<file path="config.mk">
export PLATFORM = sky130hd
export DESIGN_NAME = arb_req_agent
export DESIGN_NICKNAME = d
export VERILOG_FILES = /design/src/rtl/arb_pkg.sv /design/src/rtl/sync_fifo.sv /design/src/rtl/arb_req_agent.sv
export SDC_FILE = /design/constraint.sdc
export NUM_CORES = 1
export LEC_CHECK = 0
export CORE_MARGIN = 3
export CORE_UTILIZATION = 50
export CTS_CLUSTER_SIZE = 10
export DETAILED_ROUTE_END_ITERATION = 8
export GPL_TIMING_DRIVEN = 0
export PLACE_DENSITY_LB_ADDON = 0.15
export SKIP_LAST_GASP = 1
export SLEW_MARGIN = 0
export SYNTH_ARGS = -nofsm -noshare
export SYNTH_HDL_FRONTEND = slang
export SYNTH_HIERARCHICAL = 1
export SYNTH_SLANG_ARGS = --single-unit
</file>
<file path="constraint.sdc">
create_clock -name clk -period 3.1 [get_ports clk]
set_input_delay 0.62 -clock clk [delete_from_list [all_inputs] [get_ports clk]]
set_output_delay 0.62 -clock clk [all_outputs]
set_load 0.005 [all_outputs]
</file>
<file path="src/rtl/arb_pkg.sv">
// Shared types and default widths for the arbiter requester agents.
package arb_pkg;

   localparam int ARB_DW    = 32;
   localparam int ARB_LW    = 4;
   localparam int ARB_DEPTH = 4;

   // Command as queued by an agent at the default widths.
   typedef struct packed {
      logic [ARB_DW-1:0] data;
      logic [ARB_LW-1:0] len;
   } cmd_t;

   typedef enum logic [1:0] {
      IDLE  = 2'd0,
      REQ   = 2'd1,
      BURST = 2'd2
   } agent_state_e;

endpackage

</file>
<file path="src/rtl/sync_fifo.sv">
// Small synchronous FIFO with registered full/empty flags, so that anything
// derived from them is free of decode glitches.
module sync_fifo #(
   parameter int WIDTH = 36,
   parameter int DEPTH = 4
) (
   input  logic                     clk,
   input  logic                     reset,
   input  logic                     push,
   input  logic                     pop,
   input  logic [WIDTH-1:0]         din,
   output logic [WIDTH-1:0]         dout,
   output logic                     full,
   output logic                     empty,
   output logic [$clog2(DEPTH):0]   count
);

   localparam int AW = $clog2(DEPTH);

   logic [WIDTH-1:0] mem [DEPTH];
   logic [AW-1:0]    wr_ptr;
   logic [AW-1:0]    rd_ptr;
   logic [AW:0]      count_q;
   logic [AW:0]      count_nxt;
   logic             full_q;
   logic             empty_q;
   logic             do_push;
   logic             do_pop;

   // Push/pop are qualified against the registered flags; a pop never frees
   // a slot for a push in the same cycle.
   assign do_push = push & ~full_q;
   assign do_pop  = pop & ~empty_q;

   assign dout  = mem[rd_ptr];
   assign full  = full_q;
   assign empty = empty_q;
   assign count = count_q;

   // Occupancy after this cycle's push/pop.
   always_comb begin
      count_nxt = count_q;
      case ({do_push, do_pop})
         2'b10:   count_nxt = count_q + (AW+1)'(1);
         2'b01:   count_nxt = count_q - (AW+1)'(1);
         default: count_nxt = count_q;
      endcase
   end

   // Storage, pointers and flags; storage is cleared so the head reads zero out of reset.
   always_ff @(posedge clk or negedge reset) begin
      if (!reset) begin
         for (int i = 0; i < DEPTH; i++) mem[i] <= '0;
         wr_ptr  <= '0;
         rd_ptr  <= '0;
         count_q <= '0;
         full_q  <= 1'b0;
         empty_q <= 1'b1;
      end else begin
         if (do_push) begin
            mem[wr_ptr] <= din;
            wr_ptr      <= wr_ptr + AW'(1);
         end
         if (do_pop) rd_ptr <= rd_ptr + AW'(1);
         count_q <= count_nxt;
         empty_q <= (count_nxt == '0);
         full_q  <= (count_nxt == (AW+1)'(DEPTH));
      end
   end

endmodule

</file>
<file path="src/rtl/arb_req_agent.sv">
// Requester-side agent: queues burst commands, requests its arbiter slot and
// streams the head command's beats to the shared target while granted.
//
//   state | meaning
//   IDLE  | FIFO empty, no request
//   REQ   | head command loaded, beat index 0
//   BURST | head command partly sent, beat index > 0
module arb_req_agent
   import arb_pkg::*;
#(
   parameter int DW    = ARB_DW,
   parameter int LW    = ARB_LW,
   parameter int DEPTH = ARB_DEPTH
) (
   input  logic          clk,
   input  logic          reset,
   input  logic          cmd_valid_i,
   output logic          cmd_ready_o,
   input  logic [DW-1:0] cmd_data_i,
   input  logic [LW-1:0] cmd_len_i,
   output logic          req_o,
   input  logic          gnt_i,
   output logic          beat_valid_o,
   output logic [DW-1:0] beat_data_o,
   output logic          beat_last_o,
   input  logic          tgt_ready_i,
   output logic          busy_o
);

   localparam int CW = $clog2(DEPTH) + 1;

   typedef struct packed {
      logic [DW-1:0] data;
      logic [LW-1:0] len;
   } entry_t;

   entry_t        push_ent;
   entry_t        head;
   logic          fifo_full;
   logic          fifo_empty;
   logic [CW-1:0] count;
   logic          push;
   logic          pop;
   logic          fire;
   logic          at_last;
   logic          more_after_pop;
   logic [LW-1:0] beat_cnt_q;
   logic [LW-1:0] beat_cnt_d;
   agent_state_e  state_q;
   agent_state_e  state_d;

   assign push_ent.data = cmd_data_i;
   assign push_ent.len  = cmd_len_i;

   sync_fifo #(
      .WIDTH ($bits(entry_t)),
      .DEPTH (DEPTH)
   ) u_cmd_fifo (
      .clk   (clk),
      .reset (reset),
      .push  (push),
      .pop   (pop),
      .din   (push_ent),
      .dout  (head),
      .full  (fifo_full),
      .empty (fifo_empty),
      .count (count)
   );

   // The arbiter's grant is combinational from req, so req is a straight
   // inversion of a flop output rather than a decode of the count.
   assign req_o       = ~fifo_empty;
   assign cmd_ready_o = ~fifo_full;
   assign push        = cmd_valid_i & ~fifo_full;

   assign beat_valid_o = req_o & gnt_i;
   assign fire         = beat_valid_o & tgt_ready_i;
   assign at_last      = (beat_cnt_q == head.len);
   assign beat_last_o  = beat_valid_o & at_last;
   assign beat_data_o  = head.data + DW'(beat_cnt_q);
   assign pop          = fire & at_last;
   assign busy_o       = (state_q != IDLE);

   // Another command will be at the head after this pop.
   assign more_after_pop = (count > CW'(1)) | push;

   // Next state and beat index.
   always_comb begin
      state_d    = state_q;
      beat_cnt_d = beat_cnt_q;
      case (state_q)
         IDLE: begin
            if (push) state_d = REQ;
         end
         REQ: begin
            if (fire) begin
               if (!at_last) begin
                  state_d    = BURST;
                  beat_cnt_d = beat_cnt_q + LW'(1);
               end else begin
                  state_d = more_after_pop ? REQ : IDLE;
               end
            end
         end
         BURST: begin
            if (fire) begin
               if (!at_last) begin
                  beat_cnt_d = beat_cnt_q + LW'(1);
               end else begin
                  beat_cnt_d = '0;
                  state_d    = more_after_pop ? REQ : IDLE;
               end
            end
         end
         default: begin
            state_d    = IDLE;
            beat_cnt_d = '0;
         end
      endcase
   end

   // State and beat index registers; reset drops any burst in progress.
   always_ff @(posedge clk or negedge reset) begin
      if (!reset) begin
         state_q    <= IDLE;
         beat_cnt_q <= '0;
      end else begin
         state_q    <= state_d;
         beat_cnt_q <= beat_cnt_d;
      end
   end

endmodule

</file>
==> results.sh, run 1 <==
export IMPL_ir_drop_mv=0.666
export IMPL_route_detailed_drc=0
export IMPL_antennaDiodeCount=0
export IMPL_final_setup_viol_count=34
export IMPL_clock_latency_ns=0.42
export IMPL_setup_tns_final_ns=-16.90
export IMPL_cp_required_ns=2.48
export IMPL_status="finished with violations"
export IMPL_die_w_um=138
export IMPL_synth_flop_cell="dfrtp_1"
export IMPL_gp_congestion=0.783
export IMPL_hold_path_class="in2async"
export IMPL_synthCells=555
export IMPL_async_reset_ff_share_pct=100
export IMPL_grt_max_degree=87
export IMPL_ctsHoldBuffers=0
export IMPL_firstDrtPassIters=4
export IMPL_cts_root_buf="clkbuf_16"
export IMPL_maxSlewViolCount=0
export IMPL_whs_ns=0.269
export IMPL_htreeDepth=4
export IMPL_cpMostUsedCell="buf_4"
export IMPL_die_h_um=138
export IMPL_worstPathArrival_ns=3.24
export IMPL_layout_nets=794
export IMPL_period_minus_slack_ns=3.86
export IMPL_grt_pass1_wl_mm=33.3
export IMPL_ys_seq_elements=159
export IMPL_cp_slowest_cell="dfrtp_2"
export IMPL_std_cell_rows=47
export IMPL_drive_gt1_share_pct=56.3
export IMPL_slowest_delay_ns=0.45
export IMPL_clock_path_buffers=2
export IMPL_cellLeakagePower_nw=5.36
export IMPL_power_density_nw_per_um2=1180
export IMPL_ys_seq_area_share_pct=45.9
export IMPL_cts_tree="built"
export IMPL_grt_pass1_vias=5975
export IMPL_grt_setup_unrepaired="true"
export IMPL_antenna_found_initial=0
export IMPL_drtAntennaViolNets=0
export IMPL_synth_cell_types=55
export IMPL_port_buffers=77
export IMPL_dp_worst_setup_slack_ns=-1.15
export IMPL_grt_overflow=0
export IMPL_avgSynthCellArea_um2=15.6
export IMPL_cp_max_fo=6
export IMPL_relSlewSlack_pct=44.9
export IMPL_synth_edff_count=0
export IMPL_track_usage_pct=23.2
export IMPL_numCtsBuffers=17
export IMPL_timing_final_ws_setup_ns=-0.755
export IMPL_fmax_ghz=0.259
export IMPL_via_per_inst=5.58
export IMPL_wl_per_cell_um=21.5
export IMPL_fin_skew_ns=0.00583
export IMPL_initialDrtViolationCount=288
export IMPL_finalCritPeriodShare_pct=124
export IMPL_start_util_pct=51.7
export IMPL_fillCellCount=1089
export IMPL_crit_type="reg2out"
export IMPL_clock_sinks=159
export IMPL_critPathCaptureType="primary output"
export IMPL_area_growth_pct=32.6
export IMPL_crit_chain="buf_12 > buf_8 > buf_12 > mux4_2 > nand4_1 > buf_4 > buf_4 > buf_4 > buf_4 > buf_4 > buf_4 > buf_4 > buf_4 > nor2_2 > nand3_2 > xnor2_2 > buf_2"
export IMPL_violations="negative setup slack"
export IMPL_die_area_um2=19000
export IMPL_io_pin_count=78
export IMPL_coreArea_um2=16800
export IMPL_startpoint_type="flop"
export IMPL_synth_area_um2=8670
export IMPL_clk_pin_slew_ns=0.07
export IMPL_drt_wl_total_mm=20.9
export IMPL_vias=5415
export IMPL_synth_warnings=6
export IMPL_dp_hpwl_mm=12.6
export IMPL_hold_violations=0
export IMPL_maxCapViolations=0
export IMPL_tightest_slew_ns=0.827
export IMPL_synth_nets=612
-- layout make-up --
cell class / count / area, µm² / area share, %
Inverter: 16 / 60.1 / 0.522
Tap cell: 220 / 275 / 2.39
Multi-Input combinational cell: 357 / 4750 / 41.3
Clock inverter: 15 / 139 / 1.21
Buffer: 23 / 382 / 3.32
Timing Repair Buffer: 163 / 1480 / 12.9
Sequential cell: 159 / 3980 / 34.6
Clock buffer: 17 / 425 / 3.70
-- sequential cells by signal, indices dropped and copies added, names as in the netlist --
signal and flops:
u_cmd_fifo/rd_ptr 2, u_cmd_fifo/wr_ptr 2, u_cmd_fifo/empty 1, beat_cnt_q 4, u_cmd_fifo/count 3, state_q 2, u_cmd_fifo/full 1, u_cmd_fifo/mem 144
-- Yosys cell counts (all sizes together), types with 6 or more instances --
cell type / count / area share [%]
nor2b: 6 / 0.52
mux2: 146 / 24
xnor2: 31 / 3.1
nand3: 16 / 0.98
a21oi: 6 / 0.35
nor3: 6 / 0.35
nand2: 15 / 1.4
ha: 14 / 2.0
mux4: 36 / 9.4
buf: 22 / 3.7
and3: 9 / 0.65
nor2: 9 / 0.39
inv: 16 / 0.69
dfrtp: 158 / 46
xor2: 8 / 0.81
nand4: 12 / 0.87
-- through the flow --
step	power [mW]	util, %	cells	instance area (µm²)
floorplan	8.28	-	555	8670
global placement	10.1	58.0	852	9710
detailed placement	10.3	58.1	853	9740
CTS	13.3	67.2	957	11300
global route	14.3	68.6	970	11500
finish	13.5	68.6	970	11500
-- power breakdown --
group          switching, mW  internal (mW)  leakage, nW
logic                   3.17           4.56         3.20
registers              0.656           3.15         1.90
clock network          0.887           1.11        0.262
total                   4.71           8.82         5.36
-- layout by cell type (no fill, tap or decap), types with 5 or more instances in the layout --
cell type / netlist / routed
mux4_2: 36 / 36
mux2_2: 25 / 25
ha_4: 0 / 5
buf_2: 6 / 30
mux2_4: 120 / 120
xnor2_2: 0 / 15
clkdlybuf4s50_1: 0 / 44
nand2_1: 11 / 8
nand3_1: 15 / 5
clkinvlp_4: 0 / 5
buf_12: 13 / 19
nor2_1: 9 / 5
inv_1: 16 / 15
nand3_4: 0 / 8
nand4_1: 12 / 12
xnor2_1: 31 / 15
and3_1: 9 / 8
buf_4: 0 / 53
ha_1: 14 / 9
xor2_1: 8 / 8
clkbuf_16: 0 / 17
dfrtp_1: 158 / 157
buf_6: 3 / 29
-- layer usage --
metal | vias to the layer above | track usage, % | wire, µm
met2 | 143 | 37.8 | 10500
met3 | 28 | 4.78 | 969
met5 | - | 0 | 0
li1 | 2418 | - | -
met4 | 0 | 8.43 | 401
met1 | 2826 | 30.8 | 8950
-- timing repair --
item                       in CTS  in global routing
gates resized for setup       213                 44
gates cloned                    2                  0
setup buffers                  71                 22
setup endpoints to repair      36                 36
pin swaps                      48                 46
-- worst paths after layout --
kind	start	endpoint	slack, ns	cells past startpoint
worst max register to register	u_cmd_fifo/rd_ptr[0]	u_cmd_fifo/count[2]	-0.30	14
max in group asynchronous	reset	u_cmd_fifo/rd_ptr[0]	1.96	2
worst min-delay path	reset	u_cmd_fifo/mem[83]	0.27	1
min in group clk	u_cmd_fifo/mem[0]	u_cmd_fifo/mem[0]	0.50	1
worst min register to register	u_cmd_fifo/mem[0]	u_cmd_fifo/mem[0]	0.50	1
worst max-delay path	u_cmd_fifo/rd_ptr[0]	beat_data_o[17]	-0.76	17
-- logic make-up (layout without fill, tap and decap cells) --
group / Yosys count / count (layout) / share of synthesized area, %
AO/OA/AOI/OAI: 24 / 24 / 2.11
XOR/XNOR: 39 / 39 / 3.94
adder cells (fa/ha/maj): 16 / 16 / 2.48
buffers and inverters: 39 / 234 / 4.47
flip-flops: 159 / 159 / 45.9
multiplexers: 184 / 184 / 33.7
AND/OR/NAND/NOR: 94 / 94 / 7.33
-- critical path: cells and delay by family (launching register included) --
family,cells,cell delay (ns)
AND/OR/NAND/NOR,3,0.33
flip-flops,1,0.45
buffers and inverters,12,1.54
XOR/XNOR,1,0.15
multiplexers,1,0.34
(Power assumes the default switching activity.)
==> run 2, diff against run 1 <==
--- a/config.mk
+++ b/config.mk
@@ -5,6 +5,8 @@
 export SDC_FILE = /design/constraint.sdc
 export NUM_CORES = 1
 export LEC_CHECK = 0
+export CELL_PAD_IN_SITES_DETAIL_PLACEMENT = 1
+export CELL_PAD_IN_SITES_GLOBAL_PLACEMENT = 1
 export CORE_MARGIN = 3
 export CORE_UTILIZATION = 50
 export CTS_CLUSTER_SIZE = 10
==> constraint.sdc (replaced) <==
create_clock -name clk -period 4.7 [get_ports clk]
set_input_delay 0.94 -clock clk [delete_from_list [all_inputs] [get_ports clk]]
set_output_delay 0.94 -clock clk [all_outputs]
set_load 0.005 [all_outputs]
==> results.sh, run 2 (synthesis results as in run 1) <==
export IMPL_status="completed"
export IMPL_fmax_ghz=0.221
export IMPL_via_per_inst=5.75
export IMPL_final_setup_viol_count=0
export IMPL_dp_worst_setup_slack_ns=0.284
export IMPL_r2r_setup_slack_ns=1.19
export IMPL_finalCritPeriodShare_pct=96.4
export IMPL_fin_skew_ns=0.00612
export IMPL_crit_chain="buf_6 > mux4_2 > ha_1 > inv_1 > fa_1 > nand2b_4 > a211o_4 > nor4_4 > xor2_1 > clkdlybuf4s50_1"
export IMPL_maxCapViolations=0
export IMPL_whs_ns=0.479
export IMPL_wl_per_cell_um=23.5
export IMPL_clock_path_buffers=2
export IMPL_path_delay_family="buffers and inverters"
export IMPL_fin_util_pct=62.0
export IMPL_timing_final_ws_setup_ns=0.170
export IMPL_grt_overflow=0
export IMPL_worstPathArrival_ns=3.59
export IMPL_layout_nets=710
export IMPL_grt_max_degree=104
export IMPL_final_common_cell="dfrtp_1"
export IMPL_largest_register="u_cmd_fifo/mem"
export IMPL_relSlewSlack_pct=63.7
export IMPL_die_h_um=138
export IMPL_drive_gt1_share_pct=38.6
export IMPL_maxSlewViolCount=0
export IMPL_timing_rr_start="u_cmd_fifo/rd_ptr[0]"
export IMPL_r2r_worst_path_cells=11
export IMPL_multi_input_area_um2=4340
export IMPL_power_density_nw_per_um2=798
export IMPL_cts_root_buf="clkbuf_16"
export IMPL_tightest_slew_ns=0.545
export IMPL_hold_path_class="in2async"
export IMPL_cp_max_fo=10
export IMPL_cellLeakagePower_nw=4.72
export IMPL_critPathCaptureType="primary output"
export IMPL_grt_setup_unrepaired="false"
export IMPL_coreArea_um2=16800
export IMPL_layout_common_cells="158 x dfrtp_1, 120 x mux2_4, 76 x clkdlybuf4s50_1"
export IMPL_largest_reg_flops=144
export IMPL_port_buffers=77
export IMPL_area_growth_pct=19.8
export IMPL_ctsHoldBuffers=0
export IMPL_numCtsBuffers=17
export IMPL_slowest_delay_ns=0.51
export IMPL_clock_sinks=159
export IMPL_route_detailed_drc=0
export IMPL_register_area_um2=3980
export IMPL_dp_hpwl_mm=13.5
export IMPL_antenna_found_initial=0
export IMPL_drt_wl_total_mm=20.9
export IMPL_die_w_um=138
export IMPL_initialDrtViolationCount=256
export IMPL_cp_slowest_cell="clkdlybuf4s50_1"
export IMPL_antennaDiodeCount=0
export IMPL_cts_tree="built"
export IMPL_die_area_um2=19000
export IMPL_firstDrtPassIters=4
export IMPL_worst_r2r_endpoint="u_cmd_fifo/count[2]"
export IMPL_grt_pass1_wl_mm=32.9
export IMPL_grt_pass1_vias=5718
export IMPL_gp_congestion=0.735
export IMPL_grt_busiest_layer="met2"
export IMPL_track_usage_pct=23.3
export IMPL_io_pin_count=78
export IMPL_period_minus_slack_ns=4.53
export IMPL_start_util_pct=51.7
export IMPL_hold_violations=0
export IMPL_cp_required_ns=3.76
export IMPL_fillCellCount=1566
export IMPL_htreeDepth=4
export IMPL_vias=5091
export IMPL_crit_type="reg2out"
export IMPL_startpoint_type="flop"
export IMPL_crit_buf_inv=3
export IMPL_clk_pin_slew_ns=0.06
export IMPL_use_met3_pct=4.71
export IMPL_met2_usage_pct=39.6
export IMPL_clock_latency_ns=0.43
export IMPL_drtAntennaViolNets=0
export IMPL_ir_drop_mv=0.374
export IMPL_std_cell_rows=47
export IMPL_gr_usage_met1_pct=30.6
-- run 2: cell count changes in the layout (fill, tap and decap cells not counted), sizes merged --
cell,before,now
buf,138,25
clkbuf,20,19
clkdlybuf4s50,44,76
clkinv,6,9
clkinvlp,5,1
dlymetal6s2s,1,0
-- run 2: worst max path at each step --
| stage | slack [ns] | cells past startpoint | to | startpoint |
|---|---|---|---|---|
| CTS | 0.004 | 10 | beat_data_o[26] | u_cmd_fifo/rd_ptr[0] |
| detailed placement | 0.28 | 10 | beat_data_o[31] | u_cmd_fifo/rd_ptr[1] |
| global placement | -3.55 | 1 | u_cmd_fifo/mem[27] | reset |
| finish | 0.17 | 10 | beat_data_o[30] | u_cmd_fifo/rd_ptr[0] |
| global route | 0.007 | 9 | beat_data_o[28] | u_cmd_fifo/rd_ptr[1] |
| floorplan | 1.31 | 9 | beat_data_o[26] | u_cmd_fifo/rd_ptr[0] |
-- run 2: layer usage --
metal  wire (µm)  share of wire [%]
met1        9140                 44
met5           0                  0
met2       10900                 52
met4         238                1.1
met3         603                2.9
-- run 2: cell type report --
type,count,share of cell area [%]
Sequential cell,159,38.3
Tap cell,220,2.65
Inverter,16,0.578
Multi-Input combinational cell,357,41.8
Clock buffer,18,4.23
Timing Repair Buffer,79,7.77
Clock inverter,14,1.30
Buffer,23,3.34
-- run 2: report_power, final --
group,leakage (nW),switching (mW),total (mW),internal [mW]
logic,2.54,1.81,4.43,2.62
registers,1.90,0.440,2.51,2.07
clock network,0.281,0.592,1.34,0.751
total,4.72,2.84,8.29,5.44
-- run 2: stage by stage --
step	instance area, µm²	TNS [ns]	total power, mW	cells
CTS	10300	0	8.33	885
finish	10400	0	8.29	886
detailed placement	9740	0	6.86	853
global route	10400	0	8.76	886
global placement	9710	-559.56	6.68	852
floorplan	8670	0	5.46	555
-- run 2: repair_timing --
action                     CTS  global route
setup endpoints to repair   18            14
pin swaps                    0             3
resized for setup            6             7
cloned                       0             0
buffers inserted             0             1
